**src/rtl/ras_pkg.sv**
```systemverilog
// Shared opcodes, depth default and enums for the return-address-stack controller.
// Optional statistics build: define RAS_CTRL_STATS_EN.
package ras_pkg;

    localparam logic [3:0] OP_CALL   = 4'hC;
    localparam logic [3:0] OP_RET    = 4'hD;
    localparam int         RAS_DEPTH = 8;

    typedef enum logic [1:0] {
        CK_NONE = 2'b00,
        CK_CALL = 2'b01,
        CK_RET  = 2'b10,
        CK_RSVD = 2'b11
    } commit_kind_e;

    typedef enum logic {
        ST_IDLE  = 1'b0,
        ST_DRAIN = 1'b1
    } ras_state_e;

endpackage

```
**src/rtl/ras_ctrl_if.sv**
```systemverilog
// Fetch, stack and commit signals of the RAS controller.
// master = pipeline/stack side, slave = ras_ctrl.
interface ras_ctrl_if #(
    parameter int AW = 16
) ();
    import ras_pkg::*;

    logic          fetch_valid;
    logic [AW-1:0] fetch_pc;
    logic [15:0]   fetch_instr;
    logic          fetch_stall;
    logic          pred_valid;
    logic [AW-1:0] pred_target;
    logic          ras_push;
    logic [AW-1:0] ras_data;
    logic          ras_pop;
    logic [AW-1:0] ras_top;
    logic          ras_err;
    logic          commit_valid;
    commit_kind_e  commit_kind;
    logic          flush;
    logic          err_sticky;

    modport master (
        output fetch_valid, fetch_pc, fetch_instr, ras_top, ras_err,
        output commit_valid, commit_kind, flush,
        input  fetch_stall, pred_valid, pred_target, ras_push, ras_data,
        input  ras_pop, err_sticky
    );

    modport slave (
        input  fetch_valid, fetch_pc, fetch_instr, ras_top, ras_err,
        input  commit_valid, commit_kind, flush,
        output fetch_stall, pred_valid, pred_target, ras_push, ras_data,
        output ras_pop, err_sticky
    );

endinterface

```
**src/rtl/sat_counter.sv**
```systemverilog
// Event counter that sticks at its maximum value.
// Used by ras_ctrl statistics (RAS_CTRL_STATS_EN).
module sat_counter #(
    parameter int W = 16
) (
    input  logic         clk,
    input  logic         rst_n,
    input  logic         i_inc,
    output logic [W-1:0] o_cnt
);

    logic [W-1:0] r_cnt;

    // count events until all ones, then hold
    always_ff @(posedge clk or negedge rst_n) begin
        if (!rst_n) begin
            r_cnt <= '0;
        end else if (i_inc && (r_cnt != '1)) begin
            r_cnt <= r_cnt + 1'b1;
        end
    end

    assign o_cnt = r_cnt;

endmodule

```
**src/rtl/ras_ctrl.sv**
```systemverilog
// Return-address-stack controller: speculative push/pop, overflow shadow
// count, and drain back to committed depth on flush. Stats: RAS_CTRL_STATS_EN.
module ras_ctrl
    import ras_pkg::*;
#(
    parameter int DEPTH = RAS_DEPTH,
    parameter int AW    = 16
) (
    input  logic        clk,
    input  logic        rst_n,
    ras_ctrl_if.slave   bus
`ifdef RAS_CTRL_STATS_EN
    ,
    output logic [15:0] stat_pred,
    output logic [15:0] stat_drop
`endif
);

    localparam int            DW   = $clog2(DEPTH + 1);
    localparam logic [DW-1:0] DMAX = DW'(DEPTH);
    localparam logic [DW-1:0] D1   = DW'(1);
    localparam logic [AW-1:0] A1   = AW'(1);

    ras_state_e    r_state;
    logic [DW-1:0] r_spec;
    logic [DW-1:0] r_com;
    logic [7:0]    r_ovf;
    logic          r_err;

    logic [3:0]    w_op;
    logic          w_drain;
    logic          w_fire;
    logic          w_call;
    logic          w_ret;
    logic          w_push;
    logic          w_drop;
    logic          w_ovf_ret;
    logic          w_pred;
    logic          w_pop;
    logic          w_ccall;
    logic          w_cret;
    logic [DW-1:0] w_com_nxt;
    logic [DW-1:0] w_spec_dec;
    logic          w_unused;

    assign w_op      = bus.fetch_instr[15:12];
    assign w_unused  = ^bus.fetch_instr[11:0];
    assign w_drain   = (r_state == ST_DRAIN);
    assign w_fire    = bus.fetch_valid & ~w_drain & ~bus.flush;
    assign w_call    = w_fire & (w_op == OP_CALL);
    assign w_ret     = w_fire & (w_op == OP_RET);
    assign w_push    = w_call & (r_spec < DMAX);
    assign w_drop    = w_call & ~(r_spec < DMAX);
    assign w_ovf_ret = w_ret & (r_ovf != 8'd0);
    assign w_pred    = w_ret & (r_ovf == 8'd0) & (r_spec != '0);
    assign w_pop     = w_pred | w_drain;

    assign w_ccall    = bus.commit_valid & (bus.commit_kind == CK_CALL);
    assign w_cret     = bus.commit_valid & (bus.commit_kind == CK_RET);
    assign w_spec_dec = r_spec - D1;

    // committed depth after this cycle's retiring call/ret
    always_comb begin
        w_com_nxt = r_com;
        if (w_ccall && (r_com < DMAX)) begin
            w_com_nxt = r_com + D1;
        end else if (w_cret && (r_com != '0)) begin
            w_com_nxt = r_com - D1;
        end
    end

    // stack strobes are forced quiet while reset is held
    assign bus.ras_push    = w_push & rst_n;
    assign bus.ras_pop     = w_pop & rst_n;
    assign bus.pred_valid  = w_pred & rst_n;
    assign bus.fetch_stall = w_drain & rst_n;
    assign bus.ras_data    = bus.fetch_pc + A1;
    assign bus.pred_target = bus.ras_top;
    assign bus.err_sticky  = r_err;

    // IDLE/DRAIN FSM with speculative/committed depth and overflow count
    always_ff @(posedge clk or negedge rst_n) begin
        if (!rst_n) begin
            r_state <= ST_IDLE;
            r_spec  <= '0;
            r_com   <= '0;
            r_ovf   <= 8'd0;
            r_err   <= 1'b0;
        end else begin
            r_err <= r_err | (bus.ras_err & (w_push | w_pop));
            if (bus.flush) begin
                r_ovf <= 8'd0;
            end else if (w_drop && (r_ovf != 8'hFF)) begin
                r_ovf <= r_ovf + 8'd1;
            end else if (w_ovf_ret) begin
                r_ovf <= r_ovf - 8'd1;
            end
            unique case (r_state)
                ST_IDLE: begin
                    r_com <= w_com_nxt;
                    if (bus.flush) begin
                        if (r_spec > w_com_nxt) begin
                            r_state <= ST_DRAIN;
                        end else begin
                            r_com <= r_spec;
                        end
                    end else if (w_push) begin
                        r_spec <= r_spec + D1;
                    end else if (w_pred) begin
                        r_spec <= w_spec_dec;
                    end
                end
                ST_DRAIN: begin
                    r_spec <= w_spec_dec;
                    r_com  <= w_com_nxt;
                    if (w_spec_dec <= w_com_nxt) begin
                        r_state <= ST_IDLE;
                        r_com   <= w_spec_dec;
                    end
                end
                default: begin
                    r_state <= ST_IDLE;
                end
            endcase
        end
    end

`ifdef RAS_CTRL_STATS_EN
    sat_counter #(.W(16)) u_stat_pred (
        .clk   (clk),
        .rst_n (rst_n),
        .i_inc (w_pred),
        .o_cnt (stat_pred)
    );

    sat_counter #(.W(16)) u_stat_drop (
        .clk   (clk),
        .rst_n (rst_n),
        .i_inc (w_drop),
        .o_cnt (stat_drop)
    );
`endif

endmodule

```
**src/flat_wrapper.sv**
```systemverilog
// flat-port wrapper written by rule: the top's interface ports become plain ports
module ras_ctrl_flat import ras_pkg::*;
#(
    parameter int DEPTH = RAS_DEPTH,
    parameter int AW    = 16
)
  (clk, rst_n, bus_fetch_valid, bus_fetch_pc, bus_fetch_instr, bus_ras_top, bus_ras_err, bus_commit_valid, bus_commit_kind, bus_flush, bus_fetch_stall, bus_pred_valid, bus_pred_target, bus_ras_push, bus_ras_data, bus_ras_pop, bus_err_sticky);
  ras_ctrl_if #(.AW(AW)) bus_i ();
  input  logic clk;
  input  logic rst_n;
  input wire logic [$bits(bus_i.fetch_valid)-1:0] bus_fetch_valid;
  input wire logic [$bits(bus_i.fetch_pc)-1:0] bus_fetch_pc;
  input wire logic [$bits(bus_i.fetch_instr)-1:0] bus_fetch_instr;
  input wire logic [$bits(bus_i.ras_top)-1:0] bus_ras_top;
  input wire logic [$bits(bus_i.ras_err)-1:0] bus_ras_err;
  input wire logic [$bits(bus_i.commit_valid)-1:0] bus_commit_valid;
  input wire logic [$bits(bus_i.commit_kind)-1:0] bus_commit_kind;
  input wire logic [$bits(bus_i.flush)-1:0] bus_flush;
  output wire logic [$bits(bus_i.fetch_stall)-1:0] bus_fetch_stall;
  output wire logic [$bits(bus_i.pred_valid)-1:0] bus_pred_valid;
  output wire logic [$bits(bus_i.pred_target)-1:0] bus_pred_target;
  output wire logic [$bits(bus_i.ras_push)-1:0] bus_ras_push;
  output wire logic [$bits(bus_i.ras_data)-1:0] bus_ras_data;
  output wire logic [$bits(bus_i.ras_pop)-1:0] bus_ras_pop;
  output wire logic [$bits(bus_i.err_sticky)-1:0] bus_err_sticky;
  assign bus_i.fetch_valid = bus_fetch_valid;
  assign bus_i.fetch_pc = bus_fetch_pc;
  assign bus_i.fetch_instr = bus_fetch_instr;
  assign bus_i.ras_top = bus_ras_top;
  assign bus_i.ras_err = bus_ras_err;
  assign bus_i.commit_valid = bus_commit_valid;
  assign bus_i.commit_kind = bus_commit_kind;
  assign bus_i.flush = bus_flush;
  assign bus_fetch_stall = bus_i.fetch_stall;
  assign bus_pred_valid = bus_i.pred_valid;
  assign bus_pred_target = bus_i.pred_target;
  assign bus_ras_push = bus_i.ras_push;
  assign bus_ras_data = bus_i.ras_data;
  assign bus_ras_pop = bus_i.ras_pop;
  assign bus_err_sticky = bus_i.err_sticky;
  ras_ctrl #(.DEPTH(DEPTH), .AW(AW)) u_core (.clk(clk), .rst_n(rst_n), .bus(bus_i));
endmodule
```
**config.mk**
```make
export PLATFORM = sky130hd
export DESIGN_NAME = ras_ctrl_flat
export DESIGN_NICKNAME = d
export VERILOG_FILES = /design/src/rtl/ras_pkg.sv /design/src/rtl/ras_ctrl_if.sv /design/src/rtl/sat_counter.sv /design/src/rtl/ras_ctrl.sv /design/src/flat_wrapper.sv
export SDC_FILE = /design/constraint.sdc
export NUM_CORES = 1
export LEC_CHECK = 0
export CAP_MARGIN = 10
export CORE_UTILIZATION = 42
export CTS_CLUSTER_DIAMETER = 150
export DETAILED_ROUTE_END_ITERATION = 16
export GPL_ROUTABILITY_DRIVEN = 0
export PLACE_DENSITY_LB_ADDON = 0.08
export SLEW_MARGIN = 20
export SYNTH_ARGS = -nofsm -noshare
export SYNTH_HDL_FRONTEND = slang
export SYNTH_SLANG_ARGS = --single-unit
```
**constraint.sdc**
```tcl
create_clock -name clk -period 4.09 [get_ports clk]
set_input_delay 0.409 -clock clk [delete_from_list [all_inputs] [get_ports clk]]
set_output_delay 0.409 -clock clk [all_outputs]
set_load 0.02 [all_outputs]
```
==> impl_metrics.json, run 1 <==
{
  "share_of_the_cycle_needed_by_the_critical_path_after_routing_pct": 84.3,
  "drt-pass1-iter-count": 4,
  "switching_portion_of_total_power_pct": 44.5,
  "reg2reg_setup_slack_ns": 0.91,
  "critical_path_arrival_ns": 3.04,
  "final_cells": 330,
  "worst_setup_sp_type": "input port",
  "final-max-slew-violation-count": 0,
  "cts_resized": 0,
  "timing.rr.start": "u_core.r_state",
  "critical_path.endpoint_type": "output port",
  "p_leak_nw": 1.08,
  "internal_power_w": 0.000648,
  "worstSetupPathType": "in2out",
  "wire_per_inst_um": 12.3,
  "synth_seq_cells": 18,
  "grt_util_all_layers_pct": 17.1,
  "cts_h_tree_lvls": 1,
  "final-setup-viol-count": 0,
  "syn_area_um2": 1960,
  "cts.sink_count": 18,
  "dominantRegCellSynth": "sky130_fd_sc_hd__dfrtp_1",
  "insertion_delay_ns": 0.24,
  "cts_buffers": 3,
  "route.vias.total": 1730,
  "floorplan.initialDensity_pct": 44.3,
  "reg2regPathDepth": 10,
  "share_comb_of_total_power_pct": 65.1,
  "clkSlewWorstSetupHoldPaths_ns": 0.07,
  "finalSetupTns_ns": 0,
  "max_frequency_ghz": 0.290,
  "layout.nets": 356,
  "synthesis.yosys.warnings": 0,
  "power.density_nw_per_um2": 477,
  "synth_sequential_area_ratio_pct": 23.0,
  "synth_edf_count": 0,
  "finalWorstPathRequiredPeriod_ns": 3.45,
  "antenna_violating_nets_post_route": 0,
  "place.detailed.instances": 327,
  "antenna_cells_inserted": 0,
  "drc_violations_left": 0,
  "synth.top_cell.area_share_pct": 23.0,
  "first_global_vias": 1586,
  "worstPathRequired_ns": 3.68,
  "post_synth_num_cell_types": 44,
  "cts.path.max_buffers": 2,
  "synthCells": 241,
  "grt_start_max_net_pins": 14,
  "final.setup.worst_slack_ns": 0.640,
  "die_height_um": 70.2,
  "rows": 24,
  "design.core.area_um2": 4410,
  "numPortBuffers": 48,
  "cap_violations": 0,
  "grt_first_pass_wirelength_mm": 7.00,
  "outcome": "finished, final reports clean",
  "postCtsSetupRepairBufs": 0,
  "cts_stage_hold_buffer_count": 0,
  "tightestPinTransition_ns": 0.888,
  "drive_above_1_share_pct": 3.60,
  "grt_remaining_overflow": 0,
  "final-hold-violation-count": 0,
  "viasPerCell": 5.24,
  "final.setup_skew_ns": 0.00277,
  "synth-async-reset-ratio_pct": 100,
  "detail_route.wirelength_mm": 4.05,
  "avgSynthCellArea_um2": 8.11,
  "post-synth-top-area-cell": "sky130_fd_sc_hd__dfrtp_1",
  "grt_setup_unrepaired": "false",
  "io_pins": 93,
  "worst_hold_path_type": "in2async",
  "power.share.sequential_pct": 24.6,
  "rr_endpoint": "u_core.r_ovf[7]",
  "timing.critical_path.fanout_max": 8,
  "drt_iter0_markers": 59,
  "grt_antenna_before_repair": 0,
  "flow.area_growth_from_synthesis_pct": 25.2,
  "dieArea_um2": 4930,
  "timing.max_slew.rel_slack_pct": 40.5,
  "switching_power_w": 0.000520,
  "mappedNetlistNets": 317,
  "cts-root-buf": "sky130_fd_sc_hd__clkbuf_8",
  "tritoncts": "done",
  "peakVddDrop_mv": 0.318,
  "post-place-ws_ns": 0.459,
  "dp.final_hpwl_mm": 3.31,
  "dieWidth_um": 70.2,
  "synth_top_cells_by_area": "sky130_fd_sc_hd__dfrtp_1 23%, sky130_fd_sc_hd__ha_1 12%, sky130_fd_sc_hd__xnor2_1 7.2%",
  "p_clk_share_pct": 10.4
}
[stage by stage]
stage | hold slack (ns) | total power (W) | cell area, µm² | utilization, %
finish | 0.463 | 0.00117 | 2450 | 55.5
floorplan | 0.113 | 0.000880 | 1960 | -
CTS | 0.475 | 0.00118 | 2450 | 55.5
global route | 0.481 | 0.00130 | 2450 | 55.5
detailed placement | 0.454 | 0.00105 | 2410 | 54.5
global placement | 0.458 | 0.00104 | 2410 | 54.5
[layout by cell type, fill, tap and decap left out, types with 4 or more instances in the layout]
cell type                         instances
sky130_fd_sc_hd__and2_1                   6
sky130_fd_sc_hd__xor2_1                   8
sky130_fd_sc_hd__nand3_1                  6
sky130_fd_sc_hd__inv_1                   18
sky130_fd_sc_hd__nor2b_1                  5
sky130_fd_sc_hd__nor2_1                  22
sky130_fd_sc_hd__a21oi_1                 12
sky130_fd_sc_hd__and3_1                   7
sky130_fd_sc_hd__o21ai_0                  9
sky130_fd_sc_hd__nor3_1                   5
sky130_fd_sc_hd__clkdlybuf4s50_1         48
sky130_fd_sc_hd__ha_1                    19
sky130_fd_sc_hd__xnor2_1                 16
sky130_fd_sc_hd__buf_4                    6
sky130_fd_sc_hd__nor4_1                   4
sky130_fd_sc_hd__dfrtp_1                 18
sky130_fd_sc_hd__mux2i_1                  7
sky130_fd_sc_hd__nand2_1                 19
[area by class of cell]
cell class | count | area, µm²
fill | 406 | 1970
sequential | 18 | 450
tap | 52 | 65.1
multi-input combinational | 185 | 1300
inverter | 18 | 67.6
timing repair buffer | 54 | 526
clock buffer | 3 | 41.3
[flip-flops by register name, indices dropped and copies added, names as in the netlist]
name / count
u_core.r_spec: 4
u_core.bus.err_sticky: 1
u_core.r_com: 4
u_core.r_state: 1
u_core.r_ovf: 8
[routing by layer]
| metal | GRT usage (%) | up-vias | share of wire (%) |
|---|---|---|---|
| met5 | 0 | - | 0 |
| met2 | 28.0 | 50 | 46 |
| li1 | - | 913 | - |
| met1 | 23.8 | 761 | 49 |
| met3 | 2.31 | 6 | 4.7 |
| met4 | 3.78 | 0 | 0.67 |
[worst max-delay path, cell delays in order]
cell and delay, ns:
sky130_fd_sc_hd__clkdlybuf4s50_1 0.42, sky130_fd_sc_hd__or4b_4 0.54, sky130_fd_sc_hd__or3_1 0.36, sky130_fd_sc_hd__a311oi_1 0.28, sky130_fd_sc_hd__or2_1 0.28, sky130_fd_sc_hd__and2_1 0.16, sky130_fd_sc_hd__clkdlybuf4s50_1 0.60
[power by group through the flow]
stage	clock network (W)	registers, W	logic (W)
after floorplan	0	0.000268	0.000612
after global placement	0	0.000291	0.000751
after detailed placement	0	0.000290	0.000764
after CTS	0.000124	0.000287	0.000768
after global routing	0.000133	0.000296	0.000869
final	0.000121	0.000287	0.000760
[synth_stat cells (all sizes together) (4+ instances only)]
master,number
o21ai,9
inv,18
xnor2,16
nand2,19
nand3,6
a21oi,12
and3,7
nor2,22
ha,19
mux2i,7
nor2b,5
dfrtp,18
buf,17
nor4,4
xor2,8
and2,6
nor3,5
[cells by family (layout without fill, tap and decap cells)]
group           after synthesis  after routing  synth area share [%]
buf+inv                      38             75                  10.6
simple gates                 88             88                  23.2
xor+xnor                     24             24                  10.7
flops                        18             18                  23.0
compound gates               46             46                  15.7
mux                           7              7                  3.58
fa+ha+maj                    20             20                  13.2
[worst max path at each step]
stage	from	end	slack, ns	cells past startpoint
after floorplan	bus_flush	u_core.r_ovf[7]	1.25	10
after global placement	bus_flush	u_core.r_ovf[7]	0.49	11
after CTS	bus_flush	bus_ras_pop	0.61	7
after detailed placement	bus_flush	u_core.r_ovf[7]	0.46	11
after global routing	bus_commit_valid	u_core.r_com[2]	0.37	13
final	bus_flush	bus_ras_pop	0.64	7
Power figures use the tool's default switching activity.
==> run 2, diff against run 1 <==
Settings changed: CORE_UTILIZATION 42 to 38.
Clock period 4.09 ns to 2.8 ns, I/O delays scaled along.
==> impl_metrics.json, run 2 (synthesized netlist as in run 1, its figures left out) <==
{
  "outcome": "finished, final reports clean",
  "drive_above_1_share_pct": 21.8,
  "grt_antenna_before_repair": 0,
  "largest_reg_flops": 8,
  "reg2reg_setup_slack_ns": 0.008,
  "final-setup-viol-count": 0,
  "flow.area_growth_from_synthesis_pct": 48.0,
  "floorplan.initialDensity_pct": 40.3,
  "final.setup_skew_ns": 0.00458,
  "final_cells": 379,
  "io_pins": 93,
  "antenna_cells_inserted": 0,
  "place.detailed.instances": 367,
  "drt_iter0_markers": 31,
  "critical_path_arrival_ns": 2.94,
  "grt_remaining_overflow": 0,
  "tightestPinTransition_ns": 0.449,
  "dp.final_hpwl_mm": 3.64,
  "die_height_um": 73.7,
  "cts_h_tree_lvls": 1,
  "met2_length_mm": 2.31,
  "layout.nets": 389,
  "tritoncts": "done",
  "critical_path.endpoint_type": "register",
  "worst_hold_path_type": "in2async",
  "numPortBuffers": 48,
  "post-place-ws_ns": -0.434,
  "internal_power_w": 0.00124,
  "routed-wl-met3_um": 210,
  "wire_per_inst_um": 13.1,
  "drt-pass1-iter-count": 4,
  "switching_power_w": 0.000950,
  "final-max-slew-violation-count": 0,
  "cts.sink_count": 18,
  "p_leak_nw": 1.33,
  "grt_setup_unrepaired": "true",
  "first_global_vias": 1764,
  "detail_route.wirelength_mm": 4.95,
  "insertion_delay_ns": 0.26,
  "cts_buffers": 3,
  "largest_registers": "u_core.r_ovf x8, u_core.r_com x4, u_core.r_spec x4",
  "antenna_violating_nets_post_route": 0,
  "cts.path.max_buffers": 2,
  "met1_length_mm": 2.37,
  "dieWidth_um": 73.7,
  "grt_start_max_net_pins": 17,
  "route.vias.total": 1872,
  "cts-root-buf": "sky130_fd_sc_hd__clkbuf_8",
  "most-common-layout-cells": "39 x sky130_fd_sc_hd__clkdlybuf4s50_1, 39 x sky130_fd_sc_hd__buf_4, 21 x sky130_fd_sc_hd__nor2_1",
  "worst_setup_sp_type": "register",
  "peakVddDrop_mv": 0.511,
  "share_comb_of_total_power_pct": 70.5,
  "grt_util_all_layers_pct": 18.7,
  "p_clk_share_pct": 10.2,
  "power.density_nw_per_um2": 758,
  "dieArea_um2": 5440,
  "worstPathRequired_ns": 2.95,
  "viasPerCell": 4.94,
  "timing.max_slew.rel_slack_pct": 70.0,
  "design.core.area_um2": 4850,
  "highest-signal-layer": "met4",
  "worstSetupPathType": "reg2reg",
  "grt_first_pass_wirelength_mm": 8.08,
  "final-hold-violation-count": 0,
  "drc_violations_left": 0,
  "switching_portion_of_total_power_pct": 43.3,
  "cts_stage_hold_buffer_count": 0,
  "max_frequency_ghz": 0.358,
  "finalWorstPathRequiredPeriod_ns": 2.79,
  "power.share.sequential_pct": 19.3,
  "timing.critical_path.fanout_max": 5,
  "final.setup.worst_slack_ns": 0.00756,
  "rows": 25,
  "max_flop_register": "u_core.r_ovf",
  "cap_violations": 0,
  "share_of_the_cycle_needed_by_the_critical_path_after_routing_pct": 99.7,
  "clkSlewWorstSetupHoldPaths_ns": 0.08
}
[run 2: changes by cell type in the layout (fill, tap and decap cells not counted), sizes merged]
cell	change
clkdlybuf4s50	-9
dlygate4sd2	+3
clkbuf	+1
buf	+33
dlymetal6s2s	+6
[run 2: layout make-up]
| cell class | count | area, µm² |
|---|---|---|
| tap | 67 | 83.8 |
| multi-input combinational | 185 | 1450 |
| inverter | 18 | 70.1 |
| timing repair buffer | 87 | 785 |
| fill | 437 | 1950 |
| sequential | 18 | 452 |
| clock buffer | 4 | 55.1 |
[run 2: through the flow]
step	cell area [µm²]	setup TNS [ns]	utilization (%)	power (W)	hold WS, ns
6_report	2890	0	59.7	0.00219	0.245
5_1_grt	2890	-0.390	59.7	0.00240	0.256
2_1_floorplan	1960	0	-	0.00129	-0.0156
3_5_place_dp	2620	-2.99	54.0	0.00167	0.451
4_1_cts	2710	0	55.9	0.00196	0.245
3_3_place_gp	2620	-3.03	54.0	0.00167	0.458
[run 2: worst paths after layout]
path,from,end,cells past startpoint
worst min register to register,u_core.bus.err_sticky,u_core.bus.err_sticky,1
worst max register to register,u_core.r_state,u_core.r_ovf[7],10
min in group clk,bus_flush,u_core.r_ovf[5],3
worst max-delay path,u_core.r_state,u_core.r_ovf[7],10
worst min-delay path,rst_n,u_core.bus.err_sticky,1
max in group asynchronous,rst_n,u_core.r_com[3],2
[run 2: routing by layer]
metal  global-route usage, %  up-vias
met3                    2.06        8
met5                       0        -
met2                    32.1       53
met4                    4.91        0
li1                        -      977
met1                    24.9      834
[run 2: what timing repair did]
item                       CTS  global route
gates resized for setup      8            33
setup buffers                1             7
setup endpoints to repair    9            11
pin swaps                    5            23
[run 2: worst max-delay path, stage by stage, from the launching register on]
cell,delay (ns)
sky130_fd_sc_hd__dfrtp_1,0.40
sky130_fd_sc_hd__or4b_4,0.55
sky130_fd_sc_hd__nor3_4,0.18
sky130_fd_sc_hd__o211ai_1,0.22
sky130_fd_sc_hd__buf_4,0.22
sky130_fd_sc_hd__ha_4,0.20
sky130_fd_sc_hd__buf_4,0.15
sky130_fd_sc_hd__a311o_1,0.39
sky130_fd_sc_hd__a31oi_2,0.19
sky130_fd_sc_hd__o21bai_1,0.12
sky130_fd_sc_hd__nand2_1,0.06
[run 2: power groups by stage]
stage	sequential [W]	clock (W)	combinational [W]
2_1_floorplan	0.000393	0	0.000895
3_3_place_gp	0.000420	0	0.00125
3_5_place_dp	0.000419	0	0.00125
4_1_cts	0.000418	0.000227	0.00132
5_1_grt	0.000439	0.000239	0.00172
6_report	0.000424	0.000223	0.00155
==> run 3, diff against run 2 <==
Settings changed: GPL_TIMING_DRIVEN set to 0.
==> impl_metrics.json, run 3 (synthesized netlist as in run 1, its figures left out) <==
{
  "outcome": "finished, violations left",
  "violations": "setup timing",
  "holdWs_ns": 0.483,
  "final-max-slew-violation-count": 0,
  "clkSlewWorstSetupHoldPaths_ns": 0.08,
  "most-common-layout-cells": "55 x sky130_fd_sc_hd__clkdlybuf4s50_1, 30 x sky130_fd_sc_hd__buf_4, 22 x sky130_fd_sc_hd__nor2_1",
  "finalWorstPathRequiredPeriod_ns": 2.84,
  "numPortBuffers": 64,
  "insertion_delay_ns": 0.26,
  "final-hold-violation-count": 0,
  "timing.max_slew.rel_slack_pct": 37.6,
  "worstPathRequired_ns": 2.94,
  "largest_registers": "u_core.r_ovf x8, u_core.r_com x4, u_core.r_spec x4",
  "drc_violations_left": 0,
  "first_global_vias": 1801,
  "cts-root-buf": "sky130_fd_sc_hd__clkbuf_8",
  "dp.final_hpwl_mm": 3.53,
  "cts_stage_hold_buffer_count": 0,
  "final_cells": 389,
  "p_clk_share_pct": 10.5,
  "cts_h_tree_lvls": 1,
  "place.detailed.instances": 372,
  "share_comb_of_total_power_pct": 69.2,
  "worstSetupPathType": "reg2reg",
  "wire_per_inst_um": 13.2,
  "fillerInstances": 416,
  "tritoncts": "done",
  "largest_reg_flops": 8,
  "dieArea_um2": 5440,
  "cts.path.max_buffers": 2,
  "grt_antenna_before_repair": 0,
  "peakVddDrop_mv": 0.444,
  "drt-pass1-iter-count": 4,
  "grt_setup_unrepaired": "true",
  "grt_util_all_layers_pct": 18.3,
  "detail_route.wirelength_mm": 5.13,
  "viasPerCell": 4.97,
  "die_height_um": 73.7,
  "most_frequent_standard_cell_in_the_layout_excluding_fill_and_tap_cells": "sky130_fd_sc_hd__clkdlybuf4s50_1",
  "critical_path_arrival_ns": 2.98,
  "flow.area_growth_from_synthesis_pct": 55.0,
  "worst_hold_path_type": "reg2reg",
  "final.setup.worst_slack_ns": -0.0377,
  "critical_path.endpoint_type": "register",
  "grt_start_max_net_pins": 23,
  "floorplan.initialDensity_pct": 40.3,
  "final.setup_skew_ns": 0.00693,
  "postPlaceCellArea_um2": 2690,
  "grt_remaining_overflow": 0,
  "final-setup-viol-count": 3,
  "grt_first_pass_wirelength_mm": 8.02,
  "share_of_the_cycle_needed_by_the_critical_path_after_routing_pct": 101,
  "cts.sink_count": 18,
  "switching_power_w": 0.000966,
  "antenna_cells_inserted": 0,
  "antenna_violating_nets_post_route": 0,
  "power.share.sequential_pct": 20.3,
  "cap_violations": 0,
  "post-route-util_pct": 62.5,
  "drive_above_1_share_pct": 19.9,
  "timing.critical_path.fanout_max": 6,
  "design.core.area_um2": 4850,
  "power.density_nw_per_um2": 700,
  "cts_buffers": 3,
  "drt_iter0_markers": 91,
  "worst_setup_sp_type": "register",
  "max_flop_register": "u_core.r_ovf",
  "final_cell_area_um2": 3030,
  "rows": 25,
  "max_frequency_ghz": 0.352,
  "internal_power_w": 0.00116,
  "io_pins": 93,
  "dieWidth_um": 73.7,
  "tightestPinTransition_ns": 0.933,
  "p_leak_nw": 1.37,
  "route.vias.total": 1935,
  "layout.nets": 399,
  "switching_portion_of_total_power_pct": 45.5
}
run 3: cell types whose count changed in the layout (fill, tap and decap cells not counted), sizes merged:
cell,before,now
dlymetal6s2s,6,5
clkdlybuf4s50,39,55
clkbuf,4,7
clkdlybuf4s15,0,1
buf,39,30
run 3: per-layer routing:
layer | GRT usage, % | share of wire, % | vias up
met5 | 0 | 0 | -
met4 | 4.70 | 0.76 | 0
met3 | 2.47 | 6.6 | 4
met2 | 31.9 | 46 | 77
met1 | 23.6 | 47 | 859
li1 | - | - | 995
run 3: layout make-up:
type	count	area (µm²)	area share (%)
Buffer	20	139	4.58
Clock buffer	4	55.1	1.82
Sequential cell	18	453	14.9
Multi-Input combinational cell	185	1490	49.0
Timing Repair Buffer	77	748	24.7
Inverter	18	67.6	2.23
Tap cell	67	83.8	2.77
run 3: metrics by stage:
stage | setup slack, ns | TNS, ns | power (W)
final | -0.0377 | -0.0496 | 0.00212
after global routing | -0.208 | -0.828 | 0.00231
after CTS | -0.0375 | -0.0670 | 0.00190
after detailed placement | -0.779 | -7.05 | 0.00159
after global placement | -0.756 | -6.80 | 0.00158
after floorplan | 0.0178 | 0 | 0.00129
run 3: final timing paths:
path                                       startpoint               endpoint  slack (ns)  depth (start not counted)
worst max-delay path                   u_core.r_state        u_core.r_ovf[7]       -0.04                         10
worst min-delay path            u_core.bus.err_sticky  u_core.bus.err_sticky        0.48                          1
worst max register to register         u_core.r_state        u_core.r_ovf[7]       -0.04                         10
worst min register to register  u_core.bus.err_sticky  u_core.bus.err_sticky        0.48                          1
max in group asynchronous                       rst_n        u_core.r_com[3]        1.63                          1
min in group asynchronous                       rst_n       u_core.r_spec[1]        0.54                          1
run 3: what timing repair did:
action / in CTS / in global routing
gates resized for setup: 21 / 26
setup endpoints to repair: 13 / 11
setup buffers: 6 / 7
pin swaps: 12 / 16
run 3: power by group through the flow:
| stage | logic [W] | clock network, W | registers [W] |
|---|---|---|---|
| finish | 0.00147 | 0.000222 | 0.000431 |
| global route | 0.00163 | 0.000243 | 0.000441 |
| global placement | 0.00116 | 0 | 0.000415 |
| CTS | 0.00126 | 0.000226 | 0.000416 |
| detailed placement | 0.00118 | 0 | 0.000416 |
| floorplan | 0.000895 | 0 | 0.000393 |
run 3: critical path, cell delays in order (launching register included):
cell	delay, ns
sky130_fd_sc_hd__dfrtp_1	0.40
sky130_fd_sc_hd__or4b_4	0.56
sky130_fd_sc_hd__nor3_4	0.18
sky130_fd_sc_hd__o211ai_1	0.25
sky130_fd_sc_hd__ha_1	0.37
sky130_fd_sc_hd__a21oi_2	0.16
sky130_fd_sc_hd__nor2b_2	0.07
sky130_fd_sc_hd__a311o_1	0.36
sky130_fd_sc_hd__a31oi_2	0.19
sky130_fd_sc_hd__o21bai_1	0.13
sky130_fd_sc_hd__nand2_1	0.06
==> RTL change 1: new RTL, config.mk and constraints of run 3 <==
`AW` is set to 16 in 3 places; all go to 17.
--- a/src/rtl/ras_ctrl_if.sv
+++ b/src/rtl/ras_ctrl_if.sv
@@ -3,3 +3,3 @@
 interface ras_ctrl_if #(
-    parameter int AW = 16
+    parameter int AW = 17
 ) ();
--- a/src/rtl/ras_ctrl.sv
+++ b/src/rtl/ras_ctrl.sv
@@ -6,3 +6,3 @@
     parameter int DEPTH = RAS_DEPTH,
-    parameter int AW    = 16
+    parameter int AW    = 17
 ) (
--- a/src/flat_wrapper.sv
+++ b/src/flat_wrapper.sv
@@ -4,3 +4,3 @@
     parameter int DEPTH = RAS_DEPTH,
-    parameter int AW    = 16
+    parameter int AW    = 17
 )
Interface: changed (resized bus_fetch_pc, bus_pred_target, bus_ras_data and bus_ras_top); port bits go from 93 to 97. The function was not compared with the original's and may differ.
==> RTL change 1 against run 3 <==
  * Setup slack gained 0.044 ns
  * Sequential cell count is the same
  * Via count grew 5.0%
  * Die area grew 1.3%
  * Total power grew 4.1%
  * Cell count grew 2.8%
  * Sequential power shrank 1%
  * Sequential share of layout area shrank 0.83 points
  * Clock skew shrank 0.0027 ns
  * Routed wire length grew 0.62%
  * Synthesized area grew 1.3%
  * Core utilization grew 3.2 points
  * Final area grew 5.9%
  * Largest cell class unchanged
==> RTL change 1: results (changes against run 3) <==
global_routing:
  grt_usage_pct: 18.06  # was 18.29%
  first_global_vias: 1913  # was 1801
  grt_pass1_wl_um: 7941  # was 8017 um
place:
  place_ws_ns: -0.9274  # was -0.7789 ns
  placed_cells: 379  # was 372
  placed_cell_area_sq_mm: 0.002736  # was 0.002686 sq mm
  place_hpwl_um: 3760  # was 3535 um
  numPortBuffers: 67  # was 64
cells_and_area:
  num-fill-cells: 426  # was 416
  top_regs: "u_core.r_ovf: 8 flops, u_core.r_com: 4 flops, u_core.r_spec: 4 flops"  # unchanged
  area_growth_pct: 61.93  # was 55.02%
  multi_input_cells: 188  # was 185
  stdcell_count: 400  # was 389
  clk_share_pct: 1.715  # was 1.816%
  num-nonclk-buffers: 105  # was 97
  multi_input_area_sq_mm: 0.001580  # was 0.001485 sq mm
  drive_gt1_share_pct: 23.12  # was 19.88%
  bufAreaShareNonClock_pct: 30.21  # was 29.26%
  nets: 412  # was 399
status:
  status: "finished clean"  # was finished with violations
synthesis:
  syn-num-nets: 323  # was 317
  yosysTopAreaCellShare_pct: 22.73  # was 23.03%
  synth_area_leaders: "dfrtp_1 (23%), ha_1 (12%), xnor2_1 (8.0%)"  # was dfrtp_1 (23%), ha_1 (12%), xnor2_1 (7.2%)
  synth_cell_type_count: 43  # was 44
  avgSynthCellArea_sq_um: 8.089  # was 8.115 sq um
  yosys-top-cells-count: "nor2_1 (22), ha_1 (19)"  # was nor2_1 (22), ha_1 (19), nand2_1 (19), dfrtp_1 (18), inv_1 (18)
cts:
  post_cts_buffers: 9  # was 6
  cts_resized: 28  # was 21
detailed_routing:
  wl_met2_um: 2434  # was 2359 um
  wl_met3_um: 374  # was 336 um
  drt_first_pass_iters: 4  # unchanged
  drtIter0Drc: 42  # was 91
  dr_total_vias: 2031  # was 1935
  wirelength_um: 5157  # was 5125 um
critical_path:
  cp.arrival_ns: 2.94  # was 2.98 ns
  reg2reg_depth: 12  # was 10
  worstSetupStartpoint: "u_core.r_state$_DFF_PN0_"  # unchanged
  max_stage_delay_ns: 0.53  # was 0.56 ns
die:
  core_area_sq_mm: 0.004880  # was 0.004848 sq mm
sta:
  post-route-worst-setup-slack_ns: 0.006364  # was -0.03771 ns
  relSlewSlack_pct: 38.17  # was 37.62%
-- RTL change 1: cell count changes in the layout (fill, tap and decap cells not counted), moves of 3 or more --
cell	change
ha_1	-5
dlymetal6s2s_1	+3
o21ai_1	+3
buf_4	+3
nor2b_2	+3
ha_4	+5
-- RTL change 1: layer usage --
metal	up-vias	GRT usage [%]
met2	66	32.93
met4	0	5.241
met3	5	2.575
met5	-	0
li1	1020	-
met1	940	22.06
-- RTL change 1: cell families after synthesis --
group,count (synthesis),synth area share (%)
XOR/XNOR,25,11.05
flip-flops,18,22.73
AO/OA/AOI/OAI,46,15.47
buffers and inverters,39,10.80
adder cells (fa/ha/maj),20,13.01
multiplexers,7,3.535
AND/OR/NAND/NOR,90,23.42
-- RTL change 1: report_power, final --
| part | switching, mW | leakage (nW) | internal (mW) |
|---|---|---|---|
| logic | 0.796 | 1.18 | 0.770 |
| registers | 0.0932 | 0.221 | 0.333 |
| clock network | 0.0938 | 0.0288 | 0.125 |
| total | 0.983 | 1.43 | 1.23 |
==> RTL change 2: new RTL, config.mk and constraints of run 3 <==
Without the edit above. Register the output `bus.pred_valid`, without a reset; this adds one clock of latency there.
--- a/src/rtl/ras_ctrl.sv
+++ b/src/rtl/ras_ctrl.sv
@@ -74,3 +74,5 @@
     assign bus.ras_pop     = w_pop & rst_n;
-    assign bus.pred_valid  = w_pred & rst_n;
+    always_ff @(posedge clk) begin
+        bus.pred_valid <= w_pred & rst_n;
+    end
     assign bus.fetch_stall = w_drain & rst_n;
Check against the original RTL: not equivalent (a bounded check fails within 4 cycles, from zero or initial values and one cycle with rst_n low).
==> RTL change 2 against run 3 <==
  * The flow still finishes with violations (setup timing)
  * First-iteration DRC count fell by 46%
  * Routed wire length increased by 0.80%
  * Setup slack got worse by 0.078 ns
  * Synthesized area rose by 1.0%
  * Clock skew is 0.0029 ns lower
  * Total power up 1.7%
  * Sequential cell count rose by 1
  * Final area is essentially flat
  * Critical path type unchanged
  * Critical endpoint unchanged
  * Highest routed layer unchanged
==> RTL change 2: results (changes against run 3) <==
pwr:
  p_leak_nw: 1.324  # was 1.369 nW
  peakVddDrop_v: 0.0004657  # was 0.0004441 V
critical_path:
  crit_family: "compound AO/OA/AOI/OAI gates"  # unchanged
  max_stage_delay_ns: 0.58  # was 0.56 ns
  cp.arrival_ns: 3.06  # was 2.98 ns
cells_and_area:
  num-fill-cells: 442  # was 416
  nets: 401  # was 399
  drive_gt1_share_pct: 19.75  # was 19.88%
synthesis:
  synth_compound_area_share_pct: 15.52  # was 15.67%
  synthArstFlopShare_pct: 94.74  # was 100.0%
  yosysSeqAreaShare_pct: 23.81  # was 23.03%
  yosys-top-cells-count: "nor2_1 (22), ha_1 (19), nand2_1 (19), dfrtp_1 (18), inv_1 (18)"  # unchanged
  syn-num-nets: 318  # was 317
  synth_area_leaders: "dfrtp_1 (23%), ha_1 (12%), xnor2_1 (7.1%)"  # was dfrtp_1 (23%), ha_1 (12%), xnor2_1 (7.2%)
  synth_xor_area_share_pct: 10.64  # was 10.75%
  synth_fa_ha_area_share_pct: 13.05  # was 13.18%
  synth_cell_type_count: 45  # was 44
  synth_mux_area_share_pct: 3.547  # was 3.583%
global_routing:
  antenna_found_initial: 0  # unchanged
  first_global_vias: 1799  # was 1801
  grt_start_max_net_pins: 23  # unchanged
  grt_usage_pct: 18.20  # was 18.29%
  grt_pass1_wl_um: 7914  # was 8017 um
detailed_routing:
  via_per_inst: 5.176  # was 4.974
  drtIter0Drc: 49  # was 91
  wirelength_um: 5166  # was 5125 um
place:
  place_ws_ns: -0.8032  # was -0.7789 ns
  place_hpwl_um: 3561  # was 3535 um
  placed_cell_area_sq_mm: 0.002706  # was 0.002686 sq mm
status:
  violations: "setup timing"  # unchanged
  status: "finished with violations"  # unchanged
hold_path:
  holdPathStages: 1  # unchanged
  hold_path_class: "flip-flop to flip-flop"  # unchanged
sta:
  setup_violations: 3  # unchanged
  relSlewSlack_pct: 37.85  # was 37.62%
  finalClockSkew_ns: 0.004076  # was 0.006933 ns
  post-route-worst-setup-slack_ns: -0.1157  # was -0.03771 ns
-- RTL change 2: cell types whose count changed after synthesis --
cell     before  now
dfxtp_1       0    1
-- RTL change 2: cells by family (layout without fill, tap and decap cells) --
logic type | Yosys count | count (layout)
and+or+nand+nor | 88 | 88
AOI/OAI and AO/OA | 46 | 46
muxes | 7 | 7
DFF | 19 | 19
adders and majority gates | 20 | 20
buffers and inverters | 38 | 120
xor gates and xnor gates | 24 | 24
-- RTL change 2: area by class of cell --
type                            instances  area [sq um]  share of cell area, %
Clock buffer                            4         45.04                  1.487
Buffer                                 20         138.9                  4.585
Tap cell                               67         83.83                  2.767
Inverter                               18         67.56                  2.230
Multi-Input combinational cell        185          1476                  48.74
Timing Repair Buffer                   78         745.7                  24.62
Sequential cell                        19         471.7                  15.57
-- RTL change 2: routing by layer --
layer | routed length (um) | track usage (%) | vias up
li1 | - | - | 1003
met1 | 2346 | 24.58 | 932
met2 | 2355 | 30.10 | 81
met3 | 399 | 2.846 | 8
met4 | 64 | 5.128 | 0
met5 | 0 | 0 | -
-- RTL change 2: where the power goes --
group / total, mW / switching, mW / leakage (nW) / internal [mW]
Clock: 0.194 / 0.0932 / 0.0228 / 0.101
Sequential: 0.441 / 0.0951 / 0.230 / 0.345
Combinational: 1.52 / 0.794 / 1.07 / 0.730
-- RTL change 2: stage by stage --
stage                     setup TNS [ns]  hold slack [ns]  std cells
after floorplan                        0         -0.01559        242
after detailed placement          -6.992           0.4601        373
after global placement            -6.474           0.4599        373
final                            -0.2041           0.4772        391
after CTS                        -0.1006           0.4830        382
after global routing              -1.178           0.5104        391
-- RTL change 2: worst reg2reg max path, stage by stage, from the launching register on --
cell and delay [ns]:
dfrtp_1 0.42, or4b_4 0.58, nor3_4 0.15, o211ai_1 0.26, ha_1 0.37, a21oi_2 0.14, nor2b_2 0.06, a311o_1 0.39
a31oi_2 0.23, o21bai_1 0.15, nand2_1 0.06
-- RTL change 2: final timing paths --
check	startpoint	end	slack, ns
setup reg to reg	u_core.r_state$_DFF_PN0_	u_core.r_ovf[7]$_DFFE_PN0P_	-0.12
min in group asynchronous	rst_n	u_core.r_spec[0]$_DFFE_PN0P_	0.54
max in group asynchronous	rst_n	u_core.r_com[3]$_DFF_PN0_	1.63
hold / removal	u_core.bus.err_sticky$_DFF_PN0_	u_core.bus.err_sticky$_DFF_PN0_	0.48
setup / recovery	u_core.r_state$_DFF_PN0_	u_core.r_ovf[7]$_DFFE_PN0P_	-0.12
hold reg to reg	u_core.bus.err_sticky$_DFF_PN0_	u_core.bus.err_sticky$_DFF_PN0_	0.48
-- RTL change 2: what timing repair did --
item,4_1_cts,5_1_grt
buffers inserted,5,9
setup endpoints to repair,12,13
pin swaps,18,22
gates cloned,0,0
gates resized for setup,20,23
